`src/rtl/idsm_conversion_sequencer.sv`:
```
// Incremental-DSM conversion sequencer: paces filter reset pulses at the
// latched OSR, gates the modulator reset, and captures filter results into a
// one-entry valid/ready output register.
module idsm_conversion_sequencer #(
   parameter int unsigned DATA_BITS = 16,
   parameter int unsigned OSR_BITS  = 8,
   parameter int unsigned CAP_LAT   = 2,
   parameter int unsigned OSR_MIN   = 4
) (
   input  logic                 clk,
   input  logic                 reset,
   input  logic                 start,
   input  logic                 continuous,
   input  logic                 abort,
   input  logic [OSR_BITS-1:0]  osr,
   input  logic [DATA_BITS-1:0] filt_z,
   output logic                 filt_reset,
   output logic                 mod_reset,
   output logic [DATA_BITS-1:0] data_out,
   output logic                 data_valid,
   input  logic                 data_ready,
   output logic                 busy,
   output logic                 overrun,
   output logic [7:0]           conv_count
);

   localparam int unsigned CNT_W = 8;

   typedef enum logic [1:0] {
      ST_IDLE  = 2'd0,
      ST_RUN   = 2'd1,
      ST_DRAIN = 2'd2
   } state_t;

   state_t               state_q, state_d;
   logic [OSR_BITS-1:0]  cnt_q, cnt_d;
   logic [OSR_BITS-1:0]  osr_l_q, osr_l_d;
   logic                 cont_l_q, cont_l_d;
   logic [CAP_LAT-1:0]   cap_pipe_q, cap_pipe_d;
   logic                 filt_reset_q, filt_reset_d;
   logic                 mod_reset_q, mod_reset_d;
   logic                 busy_q, busy_d;
   logic [DATA_BITS-1:0] data_out_q, data_out_d;
   logic                 data_valid_q, data_valid_d;
   logic                 overrun_q, overrun_d;
   logic [CNT_W-1:0]     conv_count_q, conv_count_d;

   logic                 sched_c;
   logic                 cancel_c;
   logic                 capture_c;
   logic [OSR_BITS-1:0]  osr_clamped_c;
   logic [OSR_BITS-1:0]  osr_last_c;

   // OSR floor applied at latch time; last count value of a period
   assign osr_clamped_c = (osr < OSR_BITS'(OSR_MIN)) ? OSR_BITS'(OSR_MIN) : osr;
   assign osr_last_c    = osr_l_q - OSR_BITS'(1);

   // Next-state, pulse scheduling, capture pipeline and output register logic
   always_comb begin
      state_d      = state_q;
      cnt_d        = cnt_q;
      osr_l_d      = osr_l_q;
      cont_l_d     = cont_l_q;
      filt_reset_d = 1'b0;
      mod_reset_d  = mod_reset_q;
      overrun_d    = overrun_q;
      data_out_d   = data_out_q;
      data_valid_d = data_valid_q;
      conv_count_d = conv_count_q;
      sched_c      = 1'b0;
      cancel_c     = 1'b0;
      capture_c    = 1'b0;
      cap_pipe_d   = '0;

      case (state_q)
         ST_IDLE: begin
            mod_reset_d = 1'b1;
            if (start && !abort) begin
               osr_l_d      = osr_clamped_c;
               cont_l_d     = continuous;
               overrun_d    = 1'b0;
               cnt_d        = '0;
               filt_reset_d = 1'b1;
               mod_reset_d  = 1'b0;
               state_d      = ST_RUN;
            end
         end
         ST_RUN: begin
            if (cnt_q == osr_last_c) begin
               cnt_d        = '0;
               filt_reset_d = 1'b1;
               sched_c      = 1'b1;
               if (!cont_l_q) begin
                  mod_reset_d = 1'b1;
                  state_d     = ST_DRAIN;
               end
            end else begin
               cnt_d = cnt_q + OSR_BITS'(1);
            end
         end
         ST_DRAIN: begin
            if (cap_pipe_q[CAP_LAT-1]) begin
               state_d = ST_IDLE;
            end
         end
         default: begin
            state_d = ST_IDLE;
         end
      endcase

      // Abort wins over everything in an active sequence, including a capture due now
      if (abort && (state_q != ST_IDLE)) begin
         state_d      = ST_IDLE;
         filt_reset_d = 1'b0;
         mod_reset_d  = 1'b1;
         sched_c      = 1'b0;
         cancel_c     = 1'b1;
      end

      if (!cancel_c) begin
         cap_pipe_d[0] = sched_c;
         for (int i = 1; i < int'(CAP_LAT); i++) begin
            cap_pipe_d[i] = cap_pipe_q[i-1];
         end
         capture_c = cap_pipe_q[CAP_LAT-1];
      end

      if (data_valid_q && data_ready) begin
         data_valid_d = 1'b0;
      end

      // A capture into an unconsumed, un-accepted slot is dropped and flagged
      if (capture_c) begin
         conv_count_d = conv_count_q + CNT_W'(1);
         if (data_valid_q && !data_ready) begin
            overrun_d = 1'b1;
         end else begin
            data_out_d   = filt_z;
            data_valid_d = 1'b1;
         end
      end

      busy_d = (state_d != ST_IDLE);
   end

   // State and output registers, cleared asynchronously
   always_ff @(posedge clk or posedge reset) begin
      if (reset) begin
         state_q      <= ST_IDLE;
         cnt_q        <= '0;
         osr_l_q      <= OSR_BITS'(OSR_MIN);
         cont_l_q     <= 1'b0;
         cap_pipe_q   <= '0;
         filt_reset_q <= 1'b0;
         mod_reset_q  <= 1'b1;
         busy_q       <= 1'b0;
         data_out_q   <= '0;
         data_valid_q <= 1'b0;
         overrun_q    <= 1'b0;
         conv_count_q <= '0;
      end else begin
         state_q      <= state_d;
         cnt_q        <= cnt_d;
         osr_l_q      <= osr_l_d;
         cont_l_q     <= cont_l_d;
         cap_pipe_q   <= cap_pipe_d;
         filt_reset_q <= filt_reset_d;
         mod_reset_q  <= mod_reset_d;
         busy_q       <= busy_d;
         data_out_q   <= data_out_d;
         data_valid_q <= data_valid_d;
         overrun_q    <= overrun_d;
         conv_count_q <= conv_count_d;
      end
   end

   assign filt_reset = filt_reset_q;
   assign mod_reset  = mod_reset_q;
   assign busy       = busy_q;
   assign data_out   = data_out_q;
   assign data_valid = data_valid_q;
   assign overrun    = overrun_q;
   assign conv_count = conv_count_q;

endmodule

```
`config.mk`:
```
export PLATFORM = sky130hd
export DESIGN_NAME = idsm_conversion_sequencer
export DESIGN_NICKNAME = d
export VERILOG_FILES = /design/src/rtl/idsm_conversion_sequencer.sv
export SDC_FILE = /design/constraint.sdc
export NUM_CORES = 1
export LEC_CHECK = 0
export CORE_AREA = 2 2 73 75
export CTS_BUF_LIST = sky130_fd_sc_hd__clkbuf_4 sky130_fd_sc_hd__clkbuf_8
export DETAILED_ROUTE_END_ITERATION = 12
export DIE_AREA = 0 0 75 77
export PLACE_DENSITY_LB_ADDON = 0.15
export SETUP_SLACK_MARGIN = 0.3
export SLEW_MARGIN = 10
export SYNTH_ARGS = -nofsm -noshare
export SYNTH_HDL_FRONTEND = slang
export SYNTH_SLANG_ARGS = --single-unit
```
`constraint.sdc`:
```
create_clock -name clk -period 5.01 [get_ports clk]
set_input_delay 1.2525 -clock clk [delete_from_list [all_inputs] [get_ports clk]]
set_output_delay 1.2525 -clock clk [all_outputs]
set_load 0.02 [all_outputs]
```
Word level (Yosys, flattened, before mapping)
Cells that the tools add are included.
{"block": "word_totals", "reg_bits": 50, "out_inout_bits": 29, "elab_cells": 69}
{"block": "op_classes", "n_addsub": 3, "n_lt_le_gt_ge": 1, "n_eq_ne": 6, "mux": 31, "bitwise": 1, "reduce_logical": 15}
{"cell": "$mux W8", "n": 3}
{"cell": "$mux W1", "n": 18}
{"cell": "$add A8 B1 Y8 const B", "n": 2}
{"cell": "$pmux W8 S2", "n": 1}
{"cell": "$mux W2", "n": 6}
{"cell": "$eq A8 B8 Y1", "n": 1}
{"cell": "$lt A8 B3 Y1 const B", "n": 1}
{"cell": "$sub A8 B1 Y8 const B", "n": 1}
{"cell": "$ne A3 B3 Y1 const B", "n": 2}
{"cell": "$pmux W2 S3", "n": 1}
{"cell": "$reduce_and A2 Y1", "n": 3}
{"cell": "$reduce_bool A2 Y1", "n": 3}
{"cell": "$logic_and A1 B1 Y1", "n": 4}
{"cell": "$pmux W1 S2", "n": 2}
{"cell": "$reduce_and A3 Y1", "n": 1}
{"cell": "$reduce_bool A3 Y1", "n": 1}
{"cell": "$eq A2 B1 Y1 const B", "n": 1}
{"cell": "$eq A2 B2 Y1 const B", "n": 1}
{"cell": "$logic_not A1 Y1", "n": 2}
{"cell": "$logic_not A2 Y1", "n": 1}
{"cell": "$ne A2 B2 Y1 const B", "n": 1}
{"cell": "$not A1 Y1", "n": 1}

Longest topological paths before layout
Gate-level depths: netlist (run 1).
{"block": "depth", "ltp_word": 6, "depth_mapped": 8}

Worst setup path after synthesis (run 1)
No wires, ideal clock.
{"block": "synth_timing", "path_kind": "in2reg", "start": "input abort", "end": "register data_out_q[0], in the netlist data_out[0]", "arrival_ns": 2.181, "path_slack_ns": 2.704, "cell_stages": 6, "n_path_buf": 2, "path_cell_list": "o21ai_2 and2_0 buf_2 nand2_2 buf_6 mux2_2"}
{"block": "synth_via", "elab_chain_len": 4}
{"element": "start, declared", "line": "14", "source": "input logic abort,"}
{"element": "$logic_and A1 B1 Y1", "line": "112", "source": "if (abort && (state_q != ST_IDLE)) begin"}
{"element": "$mux W1", "line": "112"}
{"element": "$mux W1", "line": "120", "source": "if (!cancel_c) begin"}
{"element": "$reduce_and A2 Y1 (no line)"}
{"element": "end signal, assigned", "line": "170", "source": "data_out_q <= data_out_d;"}
{"element": "end, declared", "line": "43", "source": "logic [DATA_BITS-1:0] data_out_q, data_out_d;"}
Every way passes these cells.
A chain may end at the register's enable or synchronous reset.

Worst setup path after layout (run 1)
{"block": "layout_timing", "start": "register mod_reset_q, in the netlist mod_reset", "end": "output mod_reset"}
{"element": "start, declared", "line": "41", "source": "logic mod_reset_q, mod_reset_d;"}
{"element": "start signal, assigned", "line": "168", "source": "mod_reset_q <= mod_reset_d;"}
{"element": "end, declared", "line": "18", "source": "output logic mod_reset,"}
No word-level cell between the ends.

==> flow_summary.json, run 1 <==
{
  "pin_count": 59,
  "async_flop_share_pct": 100,
  "gp_congestion": 0.753,
  "yosysUniqueCellTypes": 45,
  "yosysWarnings": 0,
  "rows": 26,
  "post-route-min-period_ns": 2.69,
  "grtUsageMet2_pct": 27.2,
  "htree_levels": 2,
  "synth_top_cell_by_area": "dfrtp_1",
  "die_area_um2": 5780,
  "die_y_um": 77,
  "cp-startpoint": "mod_reset",
  "yosys-top-cells-count": "dfrtp_1 (48), nand2_1 (41), xnor2_1 (18)",
  "synth_edf_count": 0,
  "cts_buffers": 5,
  "dp_cells": 342,
  "met3_usage_pct": 4.86,
  "cts_tree": "yes",
  "crit_path_max_incr_delay_ns": 0.60,
  "fill_cells": 431,
  "setup_violations": 0,
  "path_delay_family": "buffers and inverters",
  "wire_per_inst_um": 13.0,
  "yosysSeqAreaShare_pct": 52.4,
  "power_density_nw_per_um2": 361,
  "drt_first_pass_iters": 4,
  "worstMarginPinSlew_ns": 1.00,
  "overflow": 0,
  "final.setup_skew_ns": 0.0109,
  "rrSetupSlack_ns": 3.11,
  "clock.fmax_mhz": 372,
  "postSynth.topFlopCell": "dfrtp_1",
  "nets": 312,
  "slew_violations": 0,
  "rsz0062_at_grt": "false",
  "peakVddDrop_uv": 269,
  "synthesis.area_um2": 2390,
  "hold_viol": 0,
  "layoutNonFillerInstCount": 350,
  "cts_buffer_depth": 2,
  "r2r-end": "cnt_q[3]",
  "r2r_cells": 7,
  "critical_path.cell_chain": "clkdlybuf4s50_1",
  "hold_path.class": "register to register",
  "synth_top_area_share_pct": 50.2,
  "grt.busiest_layer": "met2",
  "clock_sink_count": 50,
  "cts_root_buf": "clkbuf_8",
  "rr_startpoint": "osr_l_q[0]",
  "area_growth_syn_to_layout_pct": 29.5,
  "post-route-period-util_pct": 53.7,
  "drcViolationCount": 0,
  "yosys-top-cells-area": "dfrtp_1 (50%), mux2_2 (7.5%), xnor2_1 (6.6%), nand2_1 (6.4%), dfstp_2 (2.2%)",
  "placed_area_um2": 3010,
  "grt_max_degree": 51,
  "io_buffer_count": 58,
  "syn_area_per_cell_um2": 10.8,
  "setup_tns_ns": 0,
  "grtUsageTotal_pct": 17.4,
  "p_leak_uw": 0.00137,
  "hold_buffers": 0,
  "drtIter0Drc": 63,
  "cts_setup_buffers": 0,
  "core_area_um2": 4980,
  "crit_cells": 1,
  "fin_area_um2": 3100,
  "postRouteAntennaNets": 0,
  "post_cts_resized": 0,
  "critPathMaxFanout": 3,
  "via_per_inst": 5.03,
  "crit_buf_inv": 1,
  "synth_fp_nets": 254,
  "start_util_pct": 48.1,
  "path_clk_slew_ns": 0.09,
  "endpoint": "mod_reset",
  "slowest_stage": "clkdlybuf4s50_1",
  "grt_pass1_wl_um": 7760,
  "end_kind": "output port",
  "ys_seq_elements": 50,
  "vias": 1762,
  "critical_path_class": "register to output port",
  "antenna_cells": 0,
  "cap_violations": 0,
  "status": "complete, no violations",
  "arrival_ns": 1.44,
  "slew_headroom_pct": 33.2,
  "drive_above_1_share_pct": 12.9,
  "hpwl_um": 3270,
  "clock_latency_ns": 0.30,
  "syn-instance-count": 221,
  "grt_pass1_vias": 1649,
  "required_ns": 3.76,
  "finalWirelength_um": 4570,
  "die_w_um": 75,
  "synth_most_common_cell": "dfrtp_1",
  "antenna_found_initial": 0,
  "grtUsageMet1_pct": 23.4,
  "crit_path_start_kind": "register"
}
## layout make-up
| type | count | area, um2 | area share, % |
|---|---|---|---|
| Tap cell | 70 | 87.6 | 2.83 |
| Sequential cell | 50 | 1250 | 40.5 |
| Inverter | 8 | 30.0 | 0.969 |
| Multi-Input combinational cell | 156 | 1060 | 34.1 |
| Clock buffer | 6 | 76.3 | 2.46 |
| Clock inverter | 2 | 13.8 | 0.444 |
| Timing Repair Buffer | 58 | 581 | 18.7 |
## logic make-up (layout without fill, tap and decap cells)
| kind of cell | count (synthesis) | in the layout | synth area share, % |
|---|---|---|---|
| and+or+nand+nor | 87 | 87 | 18.4 |
| buffers and inverters | 15 | 74 | 3.45 |
| adders and majority gates | 3 | 3 | 1.57 |
| muxes | 16 | 16 | 7.53 |
| DFF | 50 | 50 | 52.4 |
| AOI/OAI and AO/OA | 27 | 27 | 8.26 |
| xor gates and xnor gates | 23 | 23 | 8.42 |
## stage by stage
step / util [%] / setup WS [ns] / total power (uW) / hold WS (ns)
6_report: 62.2 / 2.32 / 1120 / 0.457
5_1_grt: 62.2 / 2.21 / 1200 / 0.485
4_1_cts: 62.2 / 2.30 / 1130 / 0.463
3_5_place_dp: 60.4 / 1.99 / 898 / 0.435
3_3_place_gp: 60.4 / 2.04 / 892 / 0.436
2_1_floorplan: - / 2.56 / 761 / 0.428
## worst min-delay path by stage
stage             startpoint             to  slack, ns  cells after the start
2_1_floorplan  cap_pipe_q[0]  cap_pipe_q[1]       0.43                      1
3_3_place_gp   cap_pipe_q[0]  cap_pipe_q[1]       0.44                      1
3_5_place_dp   cap_pipe_q[0]  cap_pipe_q[1]       0.44                      1
4_1_cts        cap_pipe_q[0]  cap_pipe_q[1]       0.46                      1
5_1_grt        cap_pipe_q[0]  cap_pipe_q[1]       0.49                      1
6_report       cap_pipe_q[0]  cap_pipe_q[1]       0.46                      1
## report_power, final
| group | leakage, uW | switching, uW | internal (uW) |
|---|---|---|---|
| Clock | 0.0000486 | 128 | 104 |
| Sequential | 0.000665 | 68.4 | 475 |
| Combinational | 0.000654 | 162 | 182 |
| Total | 0.00137 | 358 | 761 |
## registers in the layout, indices dropped and copies added (netlist names)
signal      cells
data_out       16
overrun         1
osr_l_q         8
cap_pipe_q      2
data_valid      1
busy            1
filt_reset      1
cont_l_q        1
mod_reset       1
state_q         2
conv_count      8
cnt_q           8
## per-layer routing
layer | wire length (um) | vias up
met5 | 0 | -
met4 | 44 | 0
met3 | 196 | 4
met2 | 2200 | 47
met1 | 2130 | 840
li1 | - | 871
## cell usage in the layout (no fill, tap or decap), types with 3 or more instances in the layout
cell             Yosys  final
and2_1               4      4
xor2_1               5      5
inv_1                8      7
ha_1                 3      3
nor2_1              13     13
o21ai_0              5      5
nor2b_1              3      3
nand4_1              6      6
mux2_2              16     16
xnor2_1             18     18
nand2_1             41     41
a211oi_1             6      6
nand3_1              3      3
dfrtp_1             48     48
clkbuf_8             0      5
nor3_1               3      3
clkdlybuf4s50_1      0     58
No activity file was read; power rests on OpenSTA's default activity.
==> run 2, diff against run 1 <==
clock period = 2.7 ns   (was 5.01 ns; I/O delays follow)
==> run 2 against run 1 <==
Net effect:
- wire length is 2.1% lower
- clock skew shrank 0.0021 ns
- via count decreased by 0.57%
- cell area increased by 1.2%
- total power grew 89%
- global-route usage hardly changed
- combinational power up 87%
- clock power grew 98%
- sequential share of layout area is 0.47 points lower
- critical endpoint unchanged
==> flow_summary.json, run 2 (synthesized netlist as in run 1, its figures left out) <==
{
  "cts_setup_buffers": 0,
  "cts_buffer_depth": 2,
  "path_delay_family": "buffers and inverters",
  "hold_path.class": "register to register",
  "p_leak_uw": 0.00138,
  "start_util_pct": 48.1,
  "dp_cells": 344,
  "finalWirelength_um": 4470,
  "rows": 26,
  "grt_pass1_wl_um": 7600,
  "critPathMaxFanout": 3,
  "drtIter0Drc": 73,
  "worstMarginPinSlew_ns": 0.740,
  "critical_path_class": "register to output port",
  "crit_path_max_incr_delay_ns": 0.60,
  "drive_above_1_share_pct": 13.5,
  "vias": 1752,
  "grt_max_degree": 51,
  "largest_reg_flops": 16,
  "hold_depth": 1,
  "slew_violations": 0,
  "seq_area_um2": 1250,
  "r2r_cells": 7,
  "htree_levels": 2,
  "post_cts_resized": 0,
  "die_area_um2": 5780,
  "cts_buffers": 5,
  "crit_buf_inv": 1,
  "final_cell_mix": "clkdlybuf4s50_1 (58), dfrtp_1 (48), nand2_1 (41), xnor2_1 (18), mux2_2 (16)",
  "drt_first_pass_iters": 4,
  "power.total_uw": 2110,
  "arrival_ns": 1.45,
  "post-route-min-period_ns": 2.12,
  "status": "complete, no violations",
  "setup_violations": 0,
  "drcViolationCount": 0,
  "layoutNonFillerInstCount": 352,
  "setup_tns_ns": 0,
  "critical_path.cell_chain": "clkdlybuf4s50_1",
  "grt_pass1_vias": 1711,
  "overflow": 0,
  "end_kind": "output port",
  "grtUsageTotal_pct": 17.4,
  "peakVddDrop_uv": 461,
  "power_density_nw_per_um2": 674,
  "rr_startpoint": "osr_l_q[0]",
  "clock.fmax_mhz": 471,
  "holdPathEnd": "cap_pipe_q[1]",
  "rrSetupSlack_ns": 0.83,
  "io_buffer_count": 58,
  "final_common_cell": "clkdlybuf4s50_1",
  "hpwl_um": 3230,
  "crit_path_start_kind": "register",
  "post-route-period-util_pct": 78.6,
  "die_y_um": 77,
  "rsz0062_at_grt": "false",
  "hp-start": "cap_pipe_q[0]",
  "nets": 314,
  "clock_latency_ns": 0.30,
  "core_area_um2": 4980,
  "postRouteAntennaNets": 0,
  "cts_tree": "yes",
  "final.setup_skew_ns": 0.00874,
  "clock_sink_count": 50,
  "antenna_found_initial": 0,
  "path_clk_slew_ns": 0.09,
  "area_growth_syn_to_layout_pct": 31.0,
  "multi_input_area_um2": 1060,
  "cap_violations": 0,
  "gp_congestion": 0.732,
  "pin_count": 59,
  "hold_viol": 0,
  "slew_headroom_pct": 50.6,
  "wire_per_inst_um": 12.7,
  "fill_cells": 432,
  "hold_buffers": 0,
  "cts_root_buf": "clkbuf_8",
  "r2r-end": "cnt_q[6]",
  "slowest_stage": "clkdlybuf4s50_1",
  "via_per_inst": 4.98,
  "die_w_um": 75,
  "final_util_pct": 63.0,
  "antenna_cells": 0,
  "required_ns": 2.03
}
run 2: cell count changes in the layout (fill, tap and decap cells not counted), sizes merged:
cell      change
clkinvlp      +1
inv           +1
clkinv        -2
buf           +2
run 2: worst reg2reg max path, cell delays in order, from the launching register on:
cell      delay (ns)
dfrtp_1         0.43
inv_1           0.09
ha_1            0.31
xor2_1          0.13
o211ai_1        0.10
nor3_1          0.21
and4_4          0.35
a211oi_1        0.10
run 2: worst max path at each step:
stage	start	endpoint	slack (ns)	depth (start not counted)
2_1_floorplan	reset	busy	0.83	1
3_3_place_gp	abort	data_out[5]	0.31	5
3_5_place_dp	abort	data_out[4]	0.27	5
4_1_cts	mod_reset	mod_reset	0.56	1
5_1_grt	start	cnt_q[4]	0.49	6
6_report	mod_reset	mod_reset	0.58	1
run 2: cell type report:
cell class	instances	area share, %
clock inverter	2	0.519
timing repair buffer	60	19.4
inverter	8	0.958
tap	70	2.79
multi-input combinational	156	33.7
sequential	50	40.0
clock buffer	6	2.63
run 2: metrics by stage:
| stage | worst slack, ns | hold WS [ns] | cell area [um2] |
|---|---|---|---|
| detailed placement | 0.273 | 0.444 | 3040 |
| global placement | 0.305 | 0.439 | 3040 |
| floorplan | 0.827 | 0.428 | 2390 |
| CTS | 0.564 | 0.473 | 3130 |
| finish | 0.579 | 0.473 | 3130 |
| global route | 0.486 | 0.493 | 3130 |
run 2: report_power, final:
group          switching [uW]  internal, uW  leakage (uW)  total, uW
clock                     249           211     0.0000478        460
sequential                127           882      0.000665       1010
combinational             303           341      0.000668        644
total                     679          1430       0.00138       2110
run 2: per-layer routing:
| layer | vias up | share of wire [%] | track usage (%) |
|---|---|---|---|
| met3 | 4 | 4.6 | 5.52 |
| li1 | 878 | - | - |
| met2 | 46 | 50 | 27.6 |
| met1 | 824 | 44 | 21.6 |
| met5 | - | 0 | 0 |
| met4 | 0 | 1.1 | 7.14 |
